<file path="config.mk">
export PLATFORM = sky130hd
export DESIGN_NAME = mac_vector_requant
export DESIGN_NICKNAME = d
export VERILOG_FILES = /design/src/rtl/mac_vector_requant.sv
export SDC_FILE = /design/constraint.sdc
export NUM_CORES = 2
export LEC_CHECK = 0
export ABC_AREA = 1
export CAP_MARGIN = 20
export CORE_AREA = 2 2 192 383
export CTS_BUF_LIST = sky130_fd_sc_hd__clkbuf_4 sky130_fd_sc_hd__clkbuf_8
export CTS_CLUSTER_DIAMETER = 50
export DETAILED_ROUTE_END_ITERATION = 8
export DIE_AREA = 0 0 194 385
export PLACE_DENSITY_LB_ADDON = 0.3
export SLEW_MARGIN = 0
export SYNTH_ARGS = -nofsm -noshare
export SYNTH_HDL_FRONTEND = slang
export SYNTH_SLANG_ARGS = --single-unit
</file>
<file path="constraint.sdc">
create_clock -name clk -period 15.9 [get_ports clk]
set_input_delay 2.385 -clock clk [delete_from_list [all_inputs] [get_ports clk]]
set_output_delay 2.385 -clock clk [all_outputs]
set_load 0.01 [all_outputs]
</file>
<file path="src/rtl/mac_vector_requant.sv">
// N_LANES-wide multiply-accumulate over a programmable vector length, with
// round-half-up requantization, saturation and a one-entry output register.
module mac_vector_requant #(
  parameter int N_LANES   = 4,
  parameter int A_WIDTH   = 8,
  parameter int B_WIDTH   = 8,
  parameter bit A_SIGNED  = 1'b0,
  parameter int ACC_WIDTH = 32,
  parameter int OUT_WIDTH = 8,
  parameter int K_MAX     = 1024
) (
  input  logic                           clk,
  input  logic                           rst_in,
  input  logic [$clog2(K_MAX+1)-1:0]     cfg_k_len,
  input  logic [$clog2(ACC_WIDTH)-1:0]   cfg_shift,
  input  logic                           clear_in,
  input  logic                           in_valid,
  output logic                           in_ready,
  input  logic [N_LANES*A_WIDTH-1:0]     in_a,
  input  logic [N_LANES*B_WIDTH-1:0]     in_b,
  output logic                           out_valid,
  input  logic                           out_ready,
  output logic [N_LANES*OUT_WIDTH-1:0]   out_data,
  output logic [N_LANES-1:0]             out_sat,
  output logic                           busy
);

  localparam int K_W   = $clog2(K_MAX + 1);
  localparam int CNT_W = $clog2(K_MAX);
  localparam int SH_W  = $clog2(ACC_WIDTH);
  localparam int PW    = A_WIDTH + B_WIDTH + 1;

  localparam logic [K_W-1:0] K_MAX_W = K_W'(K_MAX);
  localparam logic signed [ACC_WIDTH:0] OMAX =
    {{(ACC_WIDTH-OUT_WIDTH+2){1'b0}}, {(OUT_WIDTH-1){1'b1}}};
  localparam logic signed [ACC_WIDTH:0] OMIN =
    {{(ACC_WIDTH-OUT_WIDTH+2){1'b1}}, {(OUT_WIDTH-1){1'b0}}};

  logic [CNT_W-1:0]                cnt_q;
  logic [K_W-1:0]                  k_len_q;
  logic [SH_W-1:0]                 shift_q;
  logic signed [ACC_WIDTH-1:0]     acc_q [N_LANES];
  logic                            out_valid_q;
  logic [N_LANES*OUT_WIDTH-1:0]    out_data_q;
  logic [N_LANES-1:0]              out_sat_q;

  logic                            first;
  logic                            last;
  logic                            accept;
  logic [K_W-1:0]                  k_cfg_eff;
  logic [K_W-1:0]                  k_cur;
  logic [SH_W-1:0]                 s_cur;
  logic signed [PW-1:0]            a_ext;
  logic signed [PW-1:0]            b_ext;
  logic signed [PW-1:0]            prod;
  logic signed [ACC_WIDTH-1:0]     acc_d [N_LANES];
  logic [N_LANES*OUT_WIDTH-1:0]    out_data_d;
  logic [N_LANES-1:0]              out_sat_d;
  logic [OUT_WIDTH:0]              rq;

  // Returns {saturated, value}; the extra bit keeps the rounding add from wrapping.
  function automatic logic [OUT_WIDTH:0] requant(input logic signed [ACC_WIDTH-1:0] x,
                                                 input logic [SH_W-1:0] s);
    logic signed [ACC_WIDTH:0] t;
    logic signed [ACC_WIDTH:0] rnd;
    t   = (ACC_WIDTH+1)'(x);
    rnd = '0;
    if (s != '0) begin
      rnd[s - 1'b1] = 1'b1;
      t = (t + rnd) >>> s;
    end
    if (t > OMAX)      return {1'b1, OMAX[OUT_WIDTH-1:0]};
    else if (t < OMIN) return {1'b1, OMIN[OUT_WIDTH-1:0]};
    else               return {1'b0, t[OUT_WIDTH-1:0]};
  endfunction

  assign in_ready = !clear_in && !(out_valid_q && !out_ready);
  assign accept   = in_valid && in_ready;
  assign busy     = (cnt_q != '0);

  // NOTE: every always_comb output gets a value before any branch, so no latch is inferred.
  always_comb begin
    out_data_d = '0;
    out_sat_d  = '0;
    a_ext      = '0;
    b_ext      = '0;
    prod       = '0;
    rq         = '0;
    first      = (cnt_q == '0);
    if (cfg_k_len == '0)         k_cfg_eff = K_W'(1);
    else if (cfg_k_len > K_MAX_W) k_cfg_eff = K_MAX_W;
    else                          k_cfg_eff = cfg_k_len;
    // Config takes effect on the first beat itself, then the latched copy rules.
    k_cur = first ? k_cfg_eff : k_len_q;
    s_cur = first ? cfg_shift : shift_q;
    last  = (K_W'(cnt_q) == k_cur - 1'b1);
    for (int i = 0; i < N_LANES; i++) begin
      a_ext = A_SIGNED ? PW'($signed(in_a[i*A_WIDTH +: A_WIDTH]))
                       : PW'($signed({1'b0, in_a[i*A_WIDTH +: A_WIDTH]}));
      b_ext = PW'($signed(in_b[i*B_WIDTH +: B_WIDTH]));
      prod  = a_ext * b_ext;
      acc_d[i] = first ? ACC_WIDTH'(prod) : acc_q[i] + ACC_WIDTH'(prod);
      rq = requant(acc_d[i], s_cur);
      out_sat_d[i] = rq[OUT_WIDTH];
      out_data_d[i*OUT_WIDTH +: OUT_WIDTH] = rq[OUT_WIDTH-1:0];
    end
  end

  // NOTE: sequential state uses non-blocking assignments so all flops update from pre-edge values.
  always_ff @(posedge clk) begin
    if (rst_in) begin
      cnt_q       <= '0;
      k_len_q     <= K_W'(1);
      shift_q     <= '0;
      out_valid_q <= 1'b0;
      out_data_q  <= '0;
      out_sat_q   <= '0;
      // NOTE: the accumulators are a handful of flops, not a RAM, so resetting them costs nothing.
      for (int i = 0; i < N_LANES; i++) acc_q[i] <= '0;
    end else begin
      if (clear_in) begin
        cnt_q <= '0;
      end else if (accept) begin
        cnt_q <= last ? '0 : cnt_q + 1'b1;
        if (first) begin
          k_len_q <= k_cfg_eff;
          shift_q <= cfg_shift;
        end
        for (int i = 0; i < N_LANES; i++) acc_q[i] <= acc_d[i];
      end
      // A finishing vector may replace a result that is popped in the same cycle.
      if (accept && last) begin
        out_valid_q <= 1'b1;
        out_data_q  <= out_data_d;
        out_sat_q   <= out_sat_d;
      end else if (out_valid_q && out_ready) begin
        out_valid_q <= 1'b0;
      end
    end
  end

  assign out_valid = out_valid_q;
  assign out_data  = out_data_q;
  assign out_sat   = out_sat_q;

endmodule

</file>
==> run summary, run 1 <==
Outcome -> did not finish
Fail Step -> 5_1_grt
Err -> [ERROR GRT-0116] Global routing finished with congestion. Check the congestion regions in the DRC Viewer.
Max H-tree Level -> 4
Die Y -> 385 um
Yosys warns -> 0
Number of port buffers -> 123
# clock sinks -> 191
Site row count -> 139
Final Wtd Congestion -> 1.187
FF+latch count, synth -> 191
First-pass GRT wire length -> 382500 um
Main flop type after synthesis -> edfxtp_1
Dpl hpwl -> 170700 um
GRT Util Overall -> 67.43%
EDFF count, synth -> 128
Gate Count Post-Synth -> 7055
Post_cts resized -> 0
Die X -> 194 um
CTS hold repair buffers -> 0
TritonCTS buffer count -> 17
Syn Area/Cell -> 5.960 um^2
Sequential-to-total area share from yosys stat -> 12.14%
Post-Syn Area -> 0.04205 mm^2
Vias in the first global route -> 55770
Root Buffer -> clkbuf_8
Grt ovf -> 442
Post-synthesis async set-or-reset flop share -> 0%
Cell variety after synth -> 59
Syn nets -> 7727
Setup bufs post-CTS -> 0
Initial Util -> 58.68%
Max Buffers Root-to-Sink -> 2
# IOs -> 124
Pin count of the biggest net entering global routing -> 143
-- kinds of logic after synthesis --
kind of cell	synth area share [%]
and+or+nand+nor	36.98
buffers and inverters	11.83
AOI/OAI and AO/OA	13.85
adders and majority gates	20.25
xor gates and xnor gates	4.708
DFF	12.14
muxes	0.2381
-- routing by layer --
metal	track usage (%)	GRT overflow
met2	94.48	295
met1	63.06	0
met5	9.617	0
met4	74.14	145
met3	42.10	2
-- per-stage QoR --
stage	instances	instance area [um^2]	setup WS [ps]	hold WS, ps	utilization (%)
after floorplan	7055	42050	5116	445.4	-
after CTS	7942	44470	2540	477.1	62.07
after detailed placement	7910	44080	1995	458.5	61.51
after global placement	7906	44040	2260	452.8	61.46
-- synth_stat cells, types with 5 or more instances --
library cell  instances  share of area, %
nor3b_1               5             0.089
a31oi_1              57              0.85
and2_1                5             0.074
a211oi_1              6              0.11
a22oi_1              15              0.27
mux2i_1              10              0.24
dfxtp_1              63               3.0
ha_1                431                13
or2_2                73               1.1
buf_1                46              0.41
o21ai_0             329               3.9
xnor2_1              85               1.8
nand3b_1             18              0.32
nand3_1             808               9.6
nor3_1               47              0.56
o221ai_1              9              0.19
a221oi_1              6              0.12
xor2_1              141               2.9
nor4_1               20              0.30
fa_1                156               7.4
nand2_1            1972                18
inv_2                16              0.14
nand4_1              48              0.71
inv_1              1021               9.1
a21o_1               42              0.75
edfxtp_1            128               9.1
o21ai_1              18              0.21
o21bai_1             33              0.59
o21a_1               15              0.27
nor2_1              650               5.8
nand2_2              25              0.37
clkinv_1              5             0.045
a21oi_1             441               5.2
o22ai_1              17              0.25
clkbuf_1            184               1.6
a21boi_0             15              0.27
o211ai_1             21              0.37
buf_2                28              0.33
nand3_2               7              0.17
==> inputs of run 2 (changes only) <==
CORE_AREA = 2 2 328 330   (was 2 2 192 383)
CTS_BUF_LIST = default   (was sky130_fd_sc_hd__clkbuf_4 sky130_fd_sc_hd__clkbuf_8)
CTS_CLUSTER_DIAMETER = default   (was 50)
DIE_AREA = 0 0 330 332   (was 0 0 194 385)
PLACE_DENSITY_LB_ADDON = 0.15   (was 0.3)
==> run 2 against run 1 <==
Effect of this change:
- the flow now finishes, with violations (design-rule violations)
- synthesized cell count is the same
- synthesized area did not move
==> run summary, run 2 <==
Final Wtd Congestion -> 1.017 (was 1.187)
Initial Util -> 39.55% (was 58.68%)
Residual DRC -> 6
Via count -> 45470
# clock sinks -> 191 (unchanged)
Setup-failing EPs final -> 0
Max H-tree Level -> 4 (unchanged)
GRT Util Overall -> 28.37%
Gate Count Post-Synth -> 7055 (unchanged)
Max cap viols -> 0
Routed Antenna Nets -> 0
TritonCTS buffer count -> 17 (unchanged)
Maximum vdd ir drop -> 120.5 uV
Syn Area/Cell -> 5.960 um^2 (unchanged)
Die X -> 330 um (was 194 um)
Setup TNS -> 0 ps
Wire length per cell -> 18.74 um
Worst setup SP type -> input port
Fmax -> 0.07786 GHz
P_leak -> 24.25 nW
Max reg flops -> 128
Failing checks -> design-rule violations
Largest family of logic cells by synthesized area -> simple AND/OR/NAND/NOR gates (unchanged)
Layout cells sized above 1 -> 3.567%
Most numerous cell in the Yosys netlist -> nand2_1 (unchanged)
Synth Area in Adders -> 20.25% (unchanged)
Synth area leaders -> nand2_1, ha_1, nand3_1 (unchanged)
Initial antenna violation count -> 2
CTS tree -> done
Clock Latency Late Sink -> 550 ps
Area of the core -> 0.1063 mm^2
Largest reg by FF count -> acc_q
Die Y -> 332 um (was 385 um)
Unrepaired setup endpoints after global routing -> false
1st-pass router iterations -> 9
Commonest non-fill, non-tap cell in the layout -> nand2_1
# diodes -> 0
Die footprint -> 0.1096 mm^2
Final Hold Viols -> 0
CP Capture Type -> flip-flop
First-pass GRT wire length -> 244500 um
Yosys warns -> 0 (unchanged)
Clock skew -> 19.41 ps
Main flop type after synthesis -> edfxtp_1 (unchanged)
Crit path arrival time -> 13330 ps
HP Class -> reg2reg
Most frequent cells in the layout -> nand2_1, inv_1, nand3_1, nor2_1, a21oi_1
Cell variety after synth -> 59 (unchanged)
FF+latch count, synth -> 191 (unchanged)
Worst setup path class -> in2reg
CTS hold repair buffers -> 0 (unchanged)
Synth area leader -> nand2_1 (unchanged)
Max-slew headroom -> 16.56%
Xor and xnor area share after synthesis -> 4.708% (unchanged)
Complex-gate fraction of the synthesized area -> 13.85% (unchanged)
Synth-to-layout area growth -> 7.377%
CP peak stage delay -> 580 ps
Post-Syn Area -> 0.04205 mm^2 (unchanged)
Post-synth top cells -> nand2_1, inv_1, nand3_1 (unchanged)
Site row count -> 120 (was 139)
Dpl hpwl -> 126000 um (was 170700 um)
Final period util -> 80.77%
1st-iter DRT viols -> 4269
Outcome -> complete, but fails checks (was did not finish)
Grt ovf -> 0
# IOs -> 124 (unchanged)
Root Buffer -> clkbuf_16 (was clkbuf_8)
Worst path slowest cell -> ha_1
Post-Route WL -> 157600 um
Syn nets -> 7727 (unchanged)
P per Cell Area -> 138.2 mW/mm^2
Most used cell, CP -> nand2_1
Pin count of the biggest net entering global routing -> 89
Critical path fanouts, max -> 19
Mux cell area share after synthesis -> 0.2381% (unchanged)
Post-synthesis simple-gate area fraction -> 36.98% (unchanged)
Share of the synthesized area in the top cell type -> 17.60% (unchanged)
Vias in the first global route -> 42950
Post-synthesis async set-or-reset flop share -> 0% (unchanged)
Post_cts resized -> 0 (unchanged)
Setup bufs post-CTS -> 0 (unchanged)
Number of port buffers -> 123 (unchanged)
Pins Over Slew Limit -> 0
Min Tclk post-route -> 12840 ps
# nets final -> 7668
Delay-heaviest family, CP -> simple AND/OR/NAND/NOR gates
Final core occ -> 42.47%
Clock Pin Slew Worst Setup and Hold Paths -> 90 ps
EDFF count, synth -> 128 (unchanged)
Worst path required time -> 16390 ps
Tightest Pin Transition -> 1247 ps
Vias per cell -> 5.405
Max Buffers Root-to-Sink -> 2 (unchanged)
Sequential-to-total area share from yosys stat -> 12.14% (unchanged)
Buf/Inv on CP -> 6
run 2: cell counts after synthesis:
No cell type changed its count.
run 2: worst paths after layout:
path | startpoint | to | slack (ps) | cells after the start
setup / recovery | in_b[15] | out_data[15] | 3060 | 53
hold / removal | k_len_q[5] | k_len_q[5] | 470 | 2
setup reg to reg | cnt_q[0] | out_data[21] | 6020 | 38
hold reg to reg | k_len_q[5] | k_len_q[5] | 470 | 2
run 2: stage by stage:
step | instances | power (mW) | setup WS (ps) | hold slack [ps] | area, um^2
3_5_place_dp | 8380 | 5.653 | 2704 | 457.6 | 44550
3_3_place_gp | 8380 | 5.660 | 2798 | 452.4 | 44550
6_report | 8412 | 6.240 | 3057 | 471.0 | 45150
2_1_floorplan | 7055 | 4.368 | 5116 | 445.4 | 42050
4_1_cts | 8412 | 6.190 | 3252 | 471.2 | 45150
5_1_grt | 8412 | 6.915 | 2227 | 493.4 | 45150
run 2: metal layers:
layer / share of wire [%] / up-vias / wire length (um) / global-route usage [%]
met4: 3.0 / 0 / 4679 / 8.270
met3: 7.0 / 188 / 11110 / 4.109
met1: 46 / 21040 / 72660 / 39.58
met2: 44 / 1499 / 69160 / 45.13
met5: 0 / - / 0 / 0
li1: - / 22750 / - / -
run 2: logic make-up after synthesis:
| family | Yosys count |
|---|---|
| and+or+nand+nor | 3689 |
| buffers and inverters | 1307 |
| AOI/OAI and AO/OA | 1045 |
| adders and majority gates | 587 |
| xor gates and xnor gates | 226 |
| DFF | 191 |
| muxes | 10 |
run 2: worst min-delay path, stage by stage (launching register included):
cell and delay, ps:
dfxtp_1 320, nand2_1 60, a21oi_1 50
run 2: where the power goes:
| group | internal (mW) | switching [mW] |
|---|---|---|
| clock | 0.224 | 0.267 |
| combinational | 1.72 | 3.44 |
| sequential | 0.574 | 0.0131 |
run 2: area by class of cell:
cell class | count | area [um^2]
Clock inverter | 14 | 166.4
Multi-Input combinational cell | 5557 | 32070
Fill cell | 11840 | 61150
Clock buffer | 18 | 429.2
Timing Repair Buffer | 185 | 1697
Inverter | 1044 | 3929
Sequential cell | 191 | 5105
Tap cell | 1403 | 1755
Note: power is estimated with default switching activity, not from simulation.
